$ cat config.mk
export PLATFORM = sky130hd
export DESIGN_NAME = ef_i2s_tx
export DESIGN_NICKNAME = d
export VERILOG_FILES = /design/src/rtl/ef_i2s_tx.sv
export SDC_FILE = /design/constraint.sdc
export NUM_CORES = 1
export LEC_CHECK = 0
export CORE_ASPECT_RATIO = 1.75
export CORE_MARGIN = 8
export CORE_UTILIZATION = 40
export DETAILED_ROUTE_END_ITERATION = 10
export MAX_ROUTING_LAYER = met4
export SLEW_MARGIN = 20
export SYNTH_ARGS = -nofsm -noshare
export SYNTH_HDL_FRONTEND = slang
export SYNTH_SLANG_ARGS = --single-unit
$ cat constraint.sdc
create_clock -name clk -period 4.5 [get_ports clk]
set_clock_uncertainty 0.05 [all_clocks]
set_input_delay 1.125 -clock clk [delete_from_list [all_inputs] [get_ports clk]]
set_output_delay 1.125 -clock clk [all_outputs]
set_load 0.01 [all_outputs]
$ cat src/rtl/ef_i2s_tx.sv
// I2S master transmitter: sck/ws generation and MSB-first serialisation of a one-entry sample hold.
// Optional build macro EF_I2S_TX_REPEAT_EN: an underrun slot repeats that channel's last sent sample.
module ef_i2s_tx (
    input  logic        clk,
    input  logic        rst_n,
    input  logic        en,
    input  logic [7:0]  sck_prescaler,
    input  logic        left_justified,
    input  logic [5:0]  sample_size,
    input  logic [1:0]  channels,
    input  logic [31:0] s_data,
    input  logic        s_valid,
    output logic        s_ready,
    input  logic        underrun_clr,
    output logic        sck,
    output logic        ws,
    output logic        sdo,
    output logic        underrun
);

    typedef enum logic {SLOT_L = 1'b0, SLOT_R = 1'b1} slot_t;

    slot_t       slot;
    logic [7:0]  pre_cnt;
    logic [4:0]  bit_ctr;
    logic        primed;
    logic [31:0] hold;
    logic        hold_valid;
    logic [31:0] shifter;
    logic        lj_q;
    logic [5:0]  size_q;
    logic [1:0]  ch_q;
`ifdef EF_I2S_TX_REPEAT_EN
    logic [31:0] last_l;
    logic [31:0] last_r;
`endif

    logic        fall, preamble, active_fall, load;
    logic        lj_eff, slot_en, consume, set_ur, accept;
    logic [5:0]  size_eff, size_n, sh;
    logic [1:0]  ch_eff;
    logic [31:0] aligned, load_word;

    assign s_ready = rst_n & en & ~hold_valid;
    assign accept  = s_valid & s_ready;

    always_comb begin
        fall        = en & (pre_cnt == 8'd0) & sck;
        // In I2S mode the first fall after enable only drops ws, giving the 1-bit lead
        preamble    = fall & ~primed & ~left_justified;
        active_fall = fall & ~preamble;
        load        = active_fall & (bit_ctr == 5'd0);
        lj_eff      = (slot == SLOT_L) ? left_justified : lj_q;
        size_eff    = (slot == SLOT_L) ? sample_size : size_q;
        ch_eff      = (slot == SLOT_L) ? channels : ch_q;
        size_n      = (size_eff == 6'd0) ? 6'd32 : size_eff;
        sh          = 6'd32 - size_n;
        aligned     = hold << sh;
        slot_en     = (slot == SLOT_L) ? ch_eff[1] : ch_eff[0];
        consume     = load & slot_en & hold_valid;
        set_ur      = load & slot_en & ~hold_valid;
        load_word   = '0;
        if (slot_en && hold_valid) begin
            load_word = aligned;
        end else if (slot_en) begin
`ifdef EF_I2S_TX_REPEAT_EN
            load_word = (slot == SLOT_L) ? last_l : last_r;
`else
            load_word = '0;
`endif
        end
    end

    always_ff @(posedge clk or negedge rst_n) begin
        if (!rst_n) begin
            sck        <= 1'b0;
            ws         <= 1'b1;
            sdo        <= 1'b0;
            pre_cnt    <= '0;
            bit_ctr    <= '0;
            slot       <= SLOT_L;
            primed     <= 1'b0;
            shifter    <= '0;
            hold       <= '0;
            hold_valid <= 1'b0;
            underrun   <= 1'b0;
            lj_q       <= 1'b0;
            size_q     <= '0;
            ch_q       <= '0;
        end else begin
            if (underrun_clr) begin
                underrun <= 1'b0;
            end else if (set_ur) begin
                underrun <= 1'b1;
            end
            if (accept) begin
                hold       <= s_data;
                hold_valid <= 1'b1;
            end else if (consume) begin
                hold_valid <= 1'b0;
            end
            if (!en) begin
                sck     <= 1'b0;
                ws      <= 1'b1;
                sdo     <= 1'b0;
                pre_cnt <= '0;
                bit_ctr <= '0;
                slot    <= SLOT_L;
                primed  <= 1'b0;
                shifter <= '0;
            end else begin
                if (pre_cnt == 8'd0) begin
                    pre_cnt <= sck_prescaler;
                    sck     <= ~sck;
                end else begin
                    pre_cnt <= pre_cnt - 8'd1;
                end
                if (preamble) begin
                    ws     <= 1'b0;
                    primed <= 1'b1;
                end
                if (active_fall) begin
                    primed  <= 1'b1;
                    bit_ctr <= bit_ctr + 5'd1;
                    if (load) begin
                        sdo     <= load_word[31];
                        shifter <= {load_word[30:0], 1'b0};
                        if (slot == SLOT_L) begin
                            lj_q   <= left_justified;
                            size_q <= sample_size;
                            ch_q   <= channels;
                        end
                        if (lj_eff) ws <= (slot == SLOT_R);
                    end else begin
                        sdo     <= shifter[31];
                        shifter <= {shifter[30:0], 1'b0};
                    end
                    if (bit_ctr == 5'd31) begin
                        slot <= (slot == SLOT_L) ? SLOT_R : SLOT_L;
                        if (!lj_eff) ws <= (slot == SLOT_L);
                    end
                end
            end
        end
    end

`ifdef EF_I2S_TX_REPEAT_EN
    always_ff @(posedge clk or negedge rst_n) begin
        if (!rst_n) begin
            last_l <= '0;
            last_r <= '0;
        end else if (consume) begin
            if (slot == SLOT_L) last_l <= aligned;
            else                last_r <= aligned;
        end
    end
`endif

endmodule

==> results of run 1 <==
==> layout by cell type, fill, tap and decap left out, types with 6 or more instances in the layout <==
cell type | netlist | routed
o211a_1 | 8 | 8
a211o_1 | 6 | 6
nand2_1 | 76 | 76
mux2_2 | 51 | 51
a211oi_1 | 8 | 8
inv_1 | 7 | 7
clkdlybuf4s50_1 | 0 | 57
a2bb2oi_1 | 8 | 8
clkbuf_16 | 0 | 9
and2_1 | 7 | 7
nand3_1 | 33 | 33
mux4_2 | 29 | 29
nor3_1 | 14 | 14
a31oi_1 | 8 | 8
xnor2_1 | 9 | 8
buf_4 | 3 | 36
and3_1 | 11 | 11
o21ai_1 | 6 | 6
o211ai_1 | 7 | 7
ha_1 | 6 | 6
nor2_1 | 21 | 21
o21ai_0 | 20 | 20
dfrtp_1 | 90 | 90
a22oi_1 | 6 | 6
a21oi_1 | 33 | 33
mux2i_1 | 19 | 19
==> worst reg2reg max path: cells and delay by family (launching register included) <==
family                 cells  cell delay, ns
buffers and inverters      1            0.31
AND/OR/NAND/NOR            4            1.95
flip-flops                 1            0.43
multiplexers               1            0.37
==> per-stage QoR <==
| step | hold WS [ns] | total power [mW] |
|---|---|---|
| finish | 0.4561 | 2.866 |
| global route | 0.4657 | 3.022 |
| CTS | 0.4612 | 2.878 |
| detailed placement | 0.4461 | 2.152 |
| global placement | 0.4350 | 2.125 |
| floorplan | 0.4176 | 1.784 |
==> sequential cells by signal (all words and copies together), names as in the netlist <==
name and count:
sck 1, primed 1, bit_ctr 5, underrun 1, lj_q 1, hold_valid 1
size_q 6, hold 32, ws 1, shifter 31, ch_q 1, sdo 1
slot 1, pre_cnt 8
==> cell type report <==
class	count	area (sq um)
clock buffer	12	256.5
clock inverter	4	26.28
fill	1443	7818
inverter	8	30.03
multi-input combinational	462	3642
sequential	91	2278
tap	186	232.7
timing repair buffer	95	880.8
==> power by group <==
group          switching, mW  internal, mW
combinational          0.480         0.504
sequential             0.201         0.957
clock                  0.319         0.404
total                   1.00          1.87
==> final timing paths <==
kind / endpoint / cells after the start / from
min in group asynchronous: hold[0]$_DFFE_PN0P_ / 2 / rst_n
worst max-delay path: shifter[29]$_DFFE_PN0P_ / 11 / sample_size[0]
worst min register to register: ch_q[0]$_DFFE_PN0P_ / 1 / ch_q[0]$_DFFE_PN0P_
worst min-delay path: ch_q[0]$_DFFE_PN0P_ / 1 / ch_q[0]$_DFFE_PN0P_
worst max register to register: ch_q[0]$_DFFE_PN0P_ / 6 / pre_cnt[4]$_DFF_PN0_
max in group asynchronous: hold[13]$_DFFE_PN0P_ / 3 / rst_n
==> cell usage after synthesis (4+ instances only) <==
| library cell | number |
|---|---|
| nand3_1 | 33 |
| a21oi_1 | 33 |
| a211o_1 | 6 |
| o211a_1 | 8 |
| buf_1 | 7 |
| xnor2_1 | 9 |
| ha_1 | 6 |
| a22oi_1 | 6 |
| dfrtp_1 | 90 |
| a31oi_1 | 8 |
| o31a_1 | 5 |
| nor3_1 | 14 |
| mux4_2 | 29 |
| a2bb2oi_1 | 8 |
| a221oi_1 | 4 |
| o31ai_1 | 4 |
| clkbuf_1 | 28 |
| o21ai_1 | 6 |
| inv_1 | 7 |
| o21ai_0 | 20 |
| a211oi_1 | 8 |
| buf_2 | 6 |
| mux2_2 | 51 |
| nand4_1 | 4 |
| nand2_1 | 76 |
| o211ai_1 | 7 |
| and2_1 | 7 |
| nor2_1 | 21 |
| and3_1 | 11 |
| mux2i_1 | 19 |
==> cells by family after synthesis <==
family,Yosys count
XOR/XNOR,12
AND/OR/NAND/NOR,188
buffers and inverters,53
adder cells (fa/ha/maj),6
AO/OA/AOI/OAI,156
multiplexers,100
flip-flops,91
==> per-layer routing <==
metal / vias to the layer above / global-route usage [%]
met5: - / -
met4: 0 / 12.55
met3: 59 / 2.615
met2: 161 / 35.12
met1: 2590 / 21.56
li1: 2430 / -
==> flow_summary_export.csv, run 1 <==
group,metric,value,unit
yosys,synth_compound_area_share,17.96,%
finish,synthToLayoutAreaGrowth,19.69,%
worst_setup_path,critPathLaunchType,"input pin",
clocking,clkTransAtPathRegs,0.06,ns
routing,first_pass_iters,5,
outcome,status,"finished clean",
finish,diodes,0,
clocking,clock_sinks,91,
clocking,cts_resized,0,
timing,fmax,250.7,MHz
timing,maxSlewViolCount,0,
routing,wl_met3,595,microns
timing,hold_viol,0,
grt,grt_max_degree,55,
routing,drt-total-wl,19050,microns
floorplan,dieArea,19720,sq um
routing,met2WireLength,10220,microns
placement,place_inst,842,
flow_run,drv_cap,0,
yosys,synth_flop_cell,"dfrtp_1",
timing,fin_crit_sh,88.65,%
yosys,synth_area_leaders,"dfrtp_1 (37%), mux4_2 (11%), mux2_2 (9.4%), nand2_1 (4.6%), mux2i_1 (3.1%)",
grt,grt_pass1_vias,5568,
yosys,synth_xor_area_share,1.712,%
timing,rsz0062_at_grt,"no",
floorplan,coreArea,15160,sq um
yosys,synthSimpleGateAreaFrac,15.00,%
grt,grt_overflow,0,
routing,wl_met1,7116,microns
worst_setup_path,crit_path_top_delay_cell,"a311oi_1",
yosys,syn-mean-instance-area,10.13,sq um
worst_setup_path,crit_buf_inv,3,
clocking,clock-root-buffer,"clkbuf_16",
yosys,syn-instance-count,606,
worst_setup_path,path_cells,"clkdlybuf4s50_1 -> mux2_2 -> inv_2 -> ha_1 -> buf_4 -> xnor2_1 -> a211oi_1 -> a311oi_1 -> a311oi_1 -> o41ai_1 -> a31o_1",
placement,io_buffers,58,
yosys,synth.largest_area_cell,"dfrtp_1",
yosys,synth_cell_types,71,
worst_setup_path,worst_path_most_repeated_cell,"a311oi_1",
worst_setup_path,crit_family,"compound AO/OA/AOI/OAI gates",
routing,drt_iter0_drc,384,
worst_setup_path,reg2reg_slack,1.27,ns
worst_setup_path,crit_path_end_kind,"flop",
yosys,syn_area,6138,sq um
floorplan,die_h,179.9,microns
power_and_ir_drop,vdd_drop_max,0.1852,mV
worst_setup_path,cp.required,4.72,ns
yosys,muxShareOfSynthArea,23.32,%
min_path,hold_path.class,"reg -> reg",
yosys,synth_top_area_share,36.69,%
placement,dpl_cell_area,7064,sq um
clocking,cts_max_level,3,
placement,dp_hpwl,14720,microns
worst_setup_path,cpPeakStageDelay,0.67,ns
timing,setup_viol,0,
floorplan,initial_core_util,40.48,%
timing,min_period,3.989,ns
finish,fin_util,48.45,%
routing,final_antenna_net_count,0,
finish,finalNonFillerCells,858,
yosys,synthArstFlopShare,100.0,%
worst_setup_path,path_max_fanout,7,
yosys,synth_fa_ha_area_share,1.223,%
floorplan,die_x,109.6,microns
routing,drc,0,
finish,fin_area,7347,sq um
timing,max-slew-margin-rel,48.34,%
routing,wl_per_cell,22.21,microns
worst_setup_path,critPathKind,"in -> reg",
finish,drive_above_1_share,22.02,%
yosys,syn_nets,666,
grt,grt_pass1_wl,30750,microns
clocking,postCtsHoldBufs,0,
routing,vias_per_cell,6.107,
clocking,tritoncts,"built",
timing,setup_ws,0.5110,ns
worst_setup_path,cp.arrival,4.21,ns
placement,routabilityCongestion,1.017,
yosys,synth-edff-count,0,
clocking,clkLatencyLatePin,0.34,ns
routing,highest_layer,"met4",
finish,nNetsFinal,727,
placement,pre_cts_ws,0.2363,ns
clocking,cts_made_buffers,9,
clocking,post-cts-setup-buffers,0,
yosys,yosysSeqAreaShare,37.12,%
clocking,clockBufferDepth,2,
power_and_ir_drop,p_leak,3.139,nW
timing,setup-tns-final,0,ns
routing,vias,5240,
grt,antenna_found_initial,0,
grt,grt.total_usage,20.54,%
yosys,synth-seq-cells,91,
yosys,synth_top_family_by_area,"multiplexers",
timing,tightestPinTransition,0.7696,ns
floorplan,fp-row-count,60,
power_and_ir_drop,power.density,390.1,nW/um^2
yosys,yosys_warnings,0,
floorplan,io_pins,59,
Power figures use the tool's default switching activity.
==> run 2, diff against run 1 <==
--- a/config.mk
+++ b/config.mk
@@ -5,12 +5,16 @@
 export SDC_FILE = /design/constraint.sdc
 export NUM_CORES = 1
 export LEC_CHECK = 0
+export CELL_PAD_IN_SITES_DETAIL_PLACEMENT = 0
+export CELL_PAD_IN_SITES_GLOBAL_PLACEMENT = 1
 export CORE_ASPECT_RATIO = 1.75
-export CORE_MARGIN = 8
+export CORE_MARGIN = 10
 export CORE_UTILIZATION = 40
 export DETAILED_ROUTE_END_ITERATION = 10
 export MAX_ROUTING_LAYER = met4
+export PLACE_DENSITY_LB_ADDON = 0.1
 export SLEW_MARGIN = 20
 export SYNTH_ARGS = -nofsm -noshare
 export SYNTH_HDL_FRONTEND = slang
 export SYNTH_SLANG_ARGS = --single-unit
+export TNS_END_PERCENT = 50
==> run 2 against run 1 <==
  * Wire length is 3.8% higher
  * Hold slack hardly changed
  * Critical path depth fell by 1
  * Combinational power rose by 1%
  * Utilization rose by 0.80 points
  * Sequential cell count stayed put
  * Maximum frequency increased by 0.31%
  * Register-to-register slack worse by 0.30 ns
  * Sequential power hardly changed
  * Highest routed layer unchanged
==> flow_summary_export.csv, run 2 (synthesized netlist as in run 1, its figures left out) <==
group,metric,value,unit
power_and_ir_drop,p_leak,3.155,nW
min_path,holdPathEnd,"ws$_DFF_PN1_",
finish,diodes,0,
grt,grt_overflow,0,
power_and_ir_drop,power.density,407.1,nW/um^2
worst_setup_path,cp.arrival,4.16,ns
placement,dp_hpwl,15340,microns
timing,min_period,3.977,ns
timing,setup-tns-final,0,ns
routing,first_pass_iters,4,
min_path,hold_path_depth,2,
finish,final_common_cell,"dfrtp_1",
worst_setup_path,timing.rr.start,"slot$_DFFE_PN0P_",
power_and_ir_drop,vdd_drop_max,0.1782,mV
worst_setup_path,critPathLaunchType,"input pin",
clocking,clkLatencyLatePin,0.35,ns
finish,drive_above_1_share,22.17,%
finish,regArea,2278,sq um
floorplan,coreArea,14990,sq um
routing,drt-total-wl,19770,microns
timing,rsz0062_at_grt,"no",
worst_setup_path,critPathKind,"in -> reg",
power_and_ir_drop,p_int,1.960,mW
clocking,cts_max_level,3,
floorplan,fp-row-count,59,
outcome,status,"finished clean",
finish,regMostFlops,"hold",
worst_setup_path,reg2reg_slack,0.97,ns
finish,fillers,1414,
power_and_ir_drop,power_frac_comb,33.2,%
floorplan,dieArea,20900,sq um
clocking,cts_made_buffers,9,
clocking,clock-root-buffer,"clkbuf_16",
timing,fin_crit_sh,88.37,%
grt,grt_pass1_wl,31770,microns
placement,pre_cts_ws,0.1609,ns
finish,largest_reg_flops,32,
worst_setup_path,crit_path_end_kind,"flop",
routing,drt_iter0_drc,279,
finish,fin_util,49.25,%
timing,setup_viol,0,
routing,final_antenna_net_count,0,
worst_setup_path,path_max_fanout,12,
finish,most-common-layout-cells,"dfrtp_1 (90), nand2_1 (76), clkdlybuf4s50_1 (57)",
flow_run,drv_cap,0,
power_and_ir_drop,pwr-share-clk,28.0,%
floorplan,io_pins,59,
floorplan,die_x,113.6,microns
finish,nNetsFinal,727,
clocking,tritoncts,"built",
placement,routabilityCongestion,0.8887,
clocking,clkTransAtPathRegs,0.07,ns
grt,grt_max_degree,51,
finish,multiInputGateArea,3650,sq um
timing,tightestPinTransition,0.8008,ns
routing,wl_per_cell,23.13,microns
min_path,min-delay-start,"ws$_DFF_PN1_",
power_and_ir_drop,power_frac_seq,38.8,%
grt,grt.total_usage,19.81,%
worst_setup_path,r2r_cells,9,
finish,synthToLayoutAreaGrowth,20.24,%
power_and_ir_drop,switching_share,34.77,%
power_and_ir_drop,p_sw,1.045,mW
timing,hold_viol,0,
timing,max-slew-margin-rel,46.56,%
routing,vias_per_cell,6.116,
routing,drc,0,
grt,antenna_found_initial,0,
worst_setup_path,r2r-end,"sdo$_DFFE_PN0P_",
finish,largest_registers,"hold: 32 flops, shifter: 31 flops, pre_cnt: 8 flops",
clocking,clock_sinks,91,
clocking,post-cts-setup-buffers,0,
floorplan,die_h,183.9,microns
routing,vias,5229,
grt,grt_pass1_vias,5564,
worst_setup_path,cp.required,4.68,ns
floorplan,initial_core_util,40.96,%
clocking,clockBufferDepth,2,
placement,io_buffers,58,
clocking,postCtsHoldBufs,0,
clocking,cts_resized,0,
min_path,hold_path.class,"reg -> reg",
timing,fmax,251.5,MHz
timing,maxSlewViolCount,0,
timing,setup_ws,0.5233,ns
-- run 2: cell count changes in the layout (fill, tap and decap cells not counted) --
cell | before | now
clkinv_2 | 2 | 0
o311ai_2 | 0 | 1
inv_8 | 0 | 1
clkbuf_8 | 2 | 0
o311ai_1 | 1 | 0
inv_6 | 0 | 1
buf_4 | 36 | 37
bufinv_16 | 0 | 2
buf_12 | 2 | 1
-- run 2: how the worst max path moves through the flow --
| stage | from | to | cells after the start |
|---|---|---|---|
| after global routing | sample_size[0] | shifter[21]$_DFFE_PN0P_ | 11 |
| after CTS | sample_size[0] | sdo$_DFFE_PN0P_ | 10 |
| after floorplan | sample_size[0] | sdo$_DFFE_PN0P_ | 11 |
| final | sample_size[0] | sdo$_DFFE_PN0P_ | 10 |
| after detailed placement | sample_size[0] | sdo$_DFFE_PN0P_ | 10 |
| after global placement | sample_size[0] | sdo$_DFFE_PN0P_ | 10 |
-- run 2: power groups by stage --
| stage | combinational (mW) | sequential (mW) | clock [mW] |
|---|---|---|---|
| after floorplan | 0.696 | 1.09 | 0 |
| final | 0.996 | 1.17 | 0.842 |
| after global placement | 0.982 | 1.17 | 0 |
| after CTS | 1.00 | 1.16 | 0.860 |
| after global routing | 1.09 | 1.19 | 0.900 |
| after detailed placement | 0.997 | 1.18 | 0 |
-- run 2: area by class of cell --
type	instances	share of cell area (%)
multi-input cells	462	49.45
flip-flops and latches	91	30.87
repair buffers	95	11.76
clock buffers	10	3.102
well taps	183	3.102
clock inverters	6	1.305
inverters	8	0.4068
-- run 2: worst max-delay path, cell delays in order --
cell	delay (ns)
clkdlybuf4s50_1	0.50
mux2_2	0.18
inv_2	0.04
ha_1	0.20
o2111a_2	0.19
nor2_4	0.37
mux4_2	0.61
mux4_2	0.54
nor2b_1	0.15
o31a_1	0.24
-- run 2: metal layers --
| metal | track usage (%) | wire (microns) | up-vias | part of all wire, % |
|---|---|---|---|---|
| met5 | - | 0 | - | 0 |
| met4 | 10.40 | 1011 | 0 | 5.1 |
| met3 | 2.190 | 566 | 38 | 2.9 |
| met2 | 34.84 | 10630 | 132 | 54 |
| met1 | 21.21 | 7569 | 2626 | 38 |
| li1 | - | - | 2433 | - |
-- run 2: stage by stage --
stage | power (mW) | instances | hold slack, ns | instance area (sq um)
floorplan | 1.784 | 606 | 0.4176 | 6138
global placement | 2.150 | 839 | 0.4370 | 7056
detailed placement | 2.175 | 839 | 0.4462 | 7056
CTS | 3.025 | 855 | 0.4627 | 7381
global route | 3.177 | 855 | 0.4872 | 7381
finish | 3.004 | 855 | 0.4557 | 7381
==> run 3, diff against run 2 <==
==> constraint.sdc (replaced) <==
create_clock -name clk -period 3.39 [get_ports clk]
set_clock_uncertainty 0.05 [all_clocks]
set_input_delay 0.8475 -clock clk [delete_from_list [all_inputs] [get_ports clk]]
set_output_delay 0.8475 -clock clk [all_outputs]
set_load 0.01 [all_outputs]
==> run 3 against run 2 <==
  * Hold slack got worse by 0.0057 ns
  * Critical path depth did not move
  * Design area rose by 7.4%
  * Clock power rose by 17%
  * Combinational power rose by 51%
  * First-iteration DRC count rose by 13%
  * Power rose by 34%
  * Utilization rose by 3.6 points
  * Critical path type unchanged
  * Critical endpoint is now shifter[25]$_DFFE_PN0P_
==> flow_summary_export.csv, run 3 (synthesized netlist as in run 1, its figures left out) <==
group,metric,value,unit
finish,fillers,1407,
clocking,tritoncts,"built",
worst_setup_path,path_max_fanout,5,
finish,diodes,0,
routing,wl_per_cell,22.55,microns
grt,grt_max_degree,51,
worst_setup_path,crit_buf_inv,3,
clocking,cts_made_buffers,9,
worst_setup_path,critPathKind,"in -> reg",
power_and_ir_drop,vdd_drop_max,0.2798,mV
finish,synthToLayoutAreaGrowth,29.15,%
timing,fmax,298.6,MHz
worst_setup_path,r2r-end,"shifter[25]$_DFFE_PN0P_",
worst_setup_path,crit_path_top_delay_cell,"mux4_2",
clocking,cts_max_level,3,
min_path,hold_path.class,"reg -> reg",
worst_setup_path,timing.rr.start,"slot$_DFFE_PN0P_",
worst_setup_path,cp.arrival,3.53,ns
worst_setup_path,cp.depth,10,
grt,grt.total_usage,20.74,%
worst_setup_path,reg2reg_slack,0.23,ns
floorplan,initial_core_util,40.96,%
clocking,clock_sinks,91,
timing,max-slew-margin-rel,59.64,%
grt,grt_pass1_wl,33300,microns
worst_setup_path,startpoint,"sample_size[5]",
worst_setup_path,crit_path_end_kind,"flop",
finish,largest_registers,"hold: 32 flops, shifter: 31 flops, pre_cnt: 8 flops",
routing,first_pass_iters,5,
grt,antenna_found_initial,0,
clocking,clockBufferDepth,2,
timing,maxSlewViolCount,0,
finish,fin_area,7928,sq um
worst_setup_path,path_cells,"clkdlybuf4s50_1 -> nor3_1 -> o2111a_2 -> nor2_4 -> buf_12 -> mux4_2 -> a221oi_1 -> buf_4 -> o21ai_1 -> a221o_1",
timing,setup_viol,0,
placement,io_buffers,58,
routing,drc,0,
clocking,clkTransAtPathRegs,0.07,ns
routing,final_antenna_net_count,0,
worst_setup_path,crit_path_end,"shifter[25]$_DFFE_PN0P_",
placement,routabilityCongestion,0.9482,
floorplan,io_pins,59,
routing,vias,5491,
timing,fin_crit_sh,98.79,%
routing,drt-total-wl,20560,microns
clocking,clkLatencyLatePin,0.35,ns
clocking,clock-root-buffer,"clkbuf_16",
placement,dp_hpwl,16140,microns
timing,tightestPinTransition,0.6055,ns
finish,most-common-layout-cells,"dfrtp_1 (90), buf_4 (89), nand2_1 (76)",
placement,dpl_cell_area,7510,sq um
timing,rsz0062_at_grt,"yes",
floorplan,die_h,183.9,microns
worst_setup_path,cpPeakStageDelay,0.56,ns
grt,grt_pass1_vias,5821,
finish,drive_above_1_share,30.32,%
grt,grt_overflow,0,
timing,min_period,3.349,ns
floorplan,dieArea,20900,sq um
worst_setup_path,cp.required,3.57,ns
worst_setup_path,crit_family,"compound AO/OA/AOI/OAI gates",
outcome,status,"finished clean",
worst_setup_path,r2r_cells,10,
worst_setup_path,critPathLaunchType,"input pin",
finish,final_common_cell,"dfrtp_1",
finish,nNetsFinal,784,
floorplan,coreArea,14990,sq um
routing,drt_iter0_drc,315,
routing,vias_per_cell,6.021,
clocking,postCtsHoldBufs,0,
power_and_ir_drop,p_total,4.026,mW
floorplan,fp-row-count,59,
finish,regMostFlops,"hold",
flow_run,drv_cap,0,
power_and_ir_drop,power.density,507.9,nW/um^2
floorplan,die_x,113.6,microns
power_and_ir_drop,p_leak,3.437,nW
timing,hold_viol,0,
finish,largest_reg_flops,32,
==> run 3: per-layer routing <==
| metal | routed length (microns) | vias up | track usage (%) |
|---|---|---|---|
| li1 | - | 2553 | - |
| met1 | 7676 | 2733 | 21.96 |
| met2 | 11290 | 161 | 37.20 |
| met3 | 726 | 44 | 2.712 |
| met4 | 872 | 0 | 9.225 |
| met5 | 0 | - | - |
==> run 3: area by class of cell <==
class / instances / area, sq um / area share, %
multi-input combinational: 462 / 3745 / 47.24
sequential: 91 / 2278 / 28.74
timing repair buffer: 152 / 1359 / 17.14
tap: 183 / 229.0 / 2.888
clock buffer: 9 / 225.2 / 2.841
clock inverter: 7 / 58.81 / 0.7418
inverter: 8 / 32.53 / 0.4104
==> run 3: metrics by stage <==
stage	setup slack (ns)	utilization [%]	hold slack, ns	TNS [ns]	instances
2_1_floorplan	-0.1664	-	0.4176	-1.172	606
3_3_place_gp	-0.4675	50.11	0.4334	-8.893	893
3_5_place_dp	-0.4996	50.11	0.4421	-10.26	893
4_1_cts	0.07750	52.74	0.4570	0	912
5_1_grt	-0.01304	52.90	0.4806	-0.02169	912
6_report	0.04095	52.90	0.4499	0	912
==> run 3: worst min-delay path by stage <==
stage                                       start                 endpoint  slack, ns  depth (start not counted)
after floorplan           shifter[16]$_DFFE_PN0P_  shifter[17]$_DFFE_PN0P_       0.42                          2
after global placement     shifter[1]$_DFFE_PN0P_   shifter[1]$_DFFE_PN0P_       0.43                          2
after CTS                    hold[31]$_DFFE_PN0P_     hold[31]$_DFFE_PN0P_       0.46                          1
final                        hold[31]$_DFFE_PN0P_     hold[31]$_DFFE_PN0P_       0.45                          1
after detailed placement     hold[31]$_DFFE_PN0P_     hold[31]$_DFFE_PN0P_       0.44                          1
after global routing          ch_q[0]$_DFFE_PN0P_      ch_q[0]$_DFFE_PN0P_       0.48                          1
==> run 3: repair_timing <==
action	CTS	global route
buffers inserted	2	0
endpoints found under the setup margin	17	6
pin swaps	1	0
gates resized for setup	17	4
cloned	1	0
==> run 3: report_power, final <==
part | leakage, nW | internal (mW) | switching (mW)
Clock | 0.132 | 0.509 | 0.477
Sequential | 1.24 | 1.27 | 0.265
Combinational | 2.07 | 0.799 | 0.706
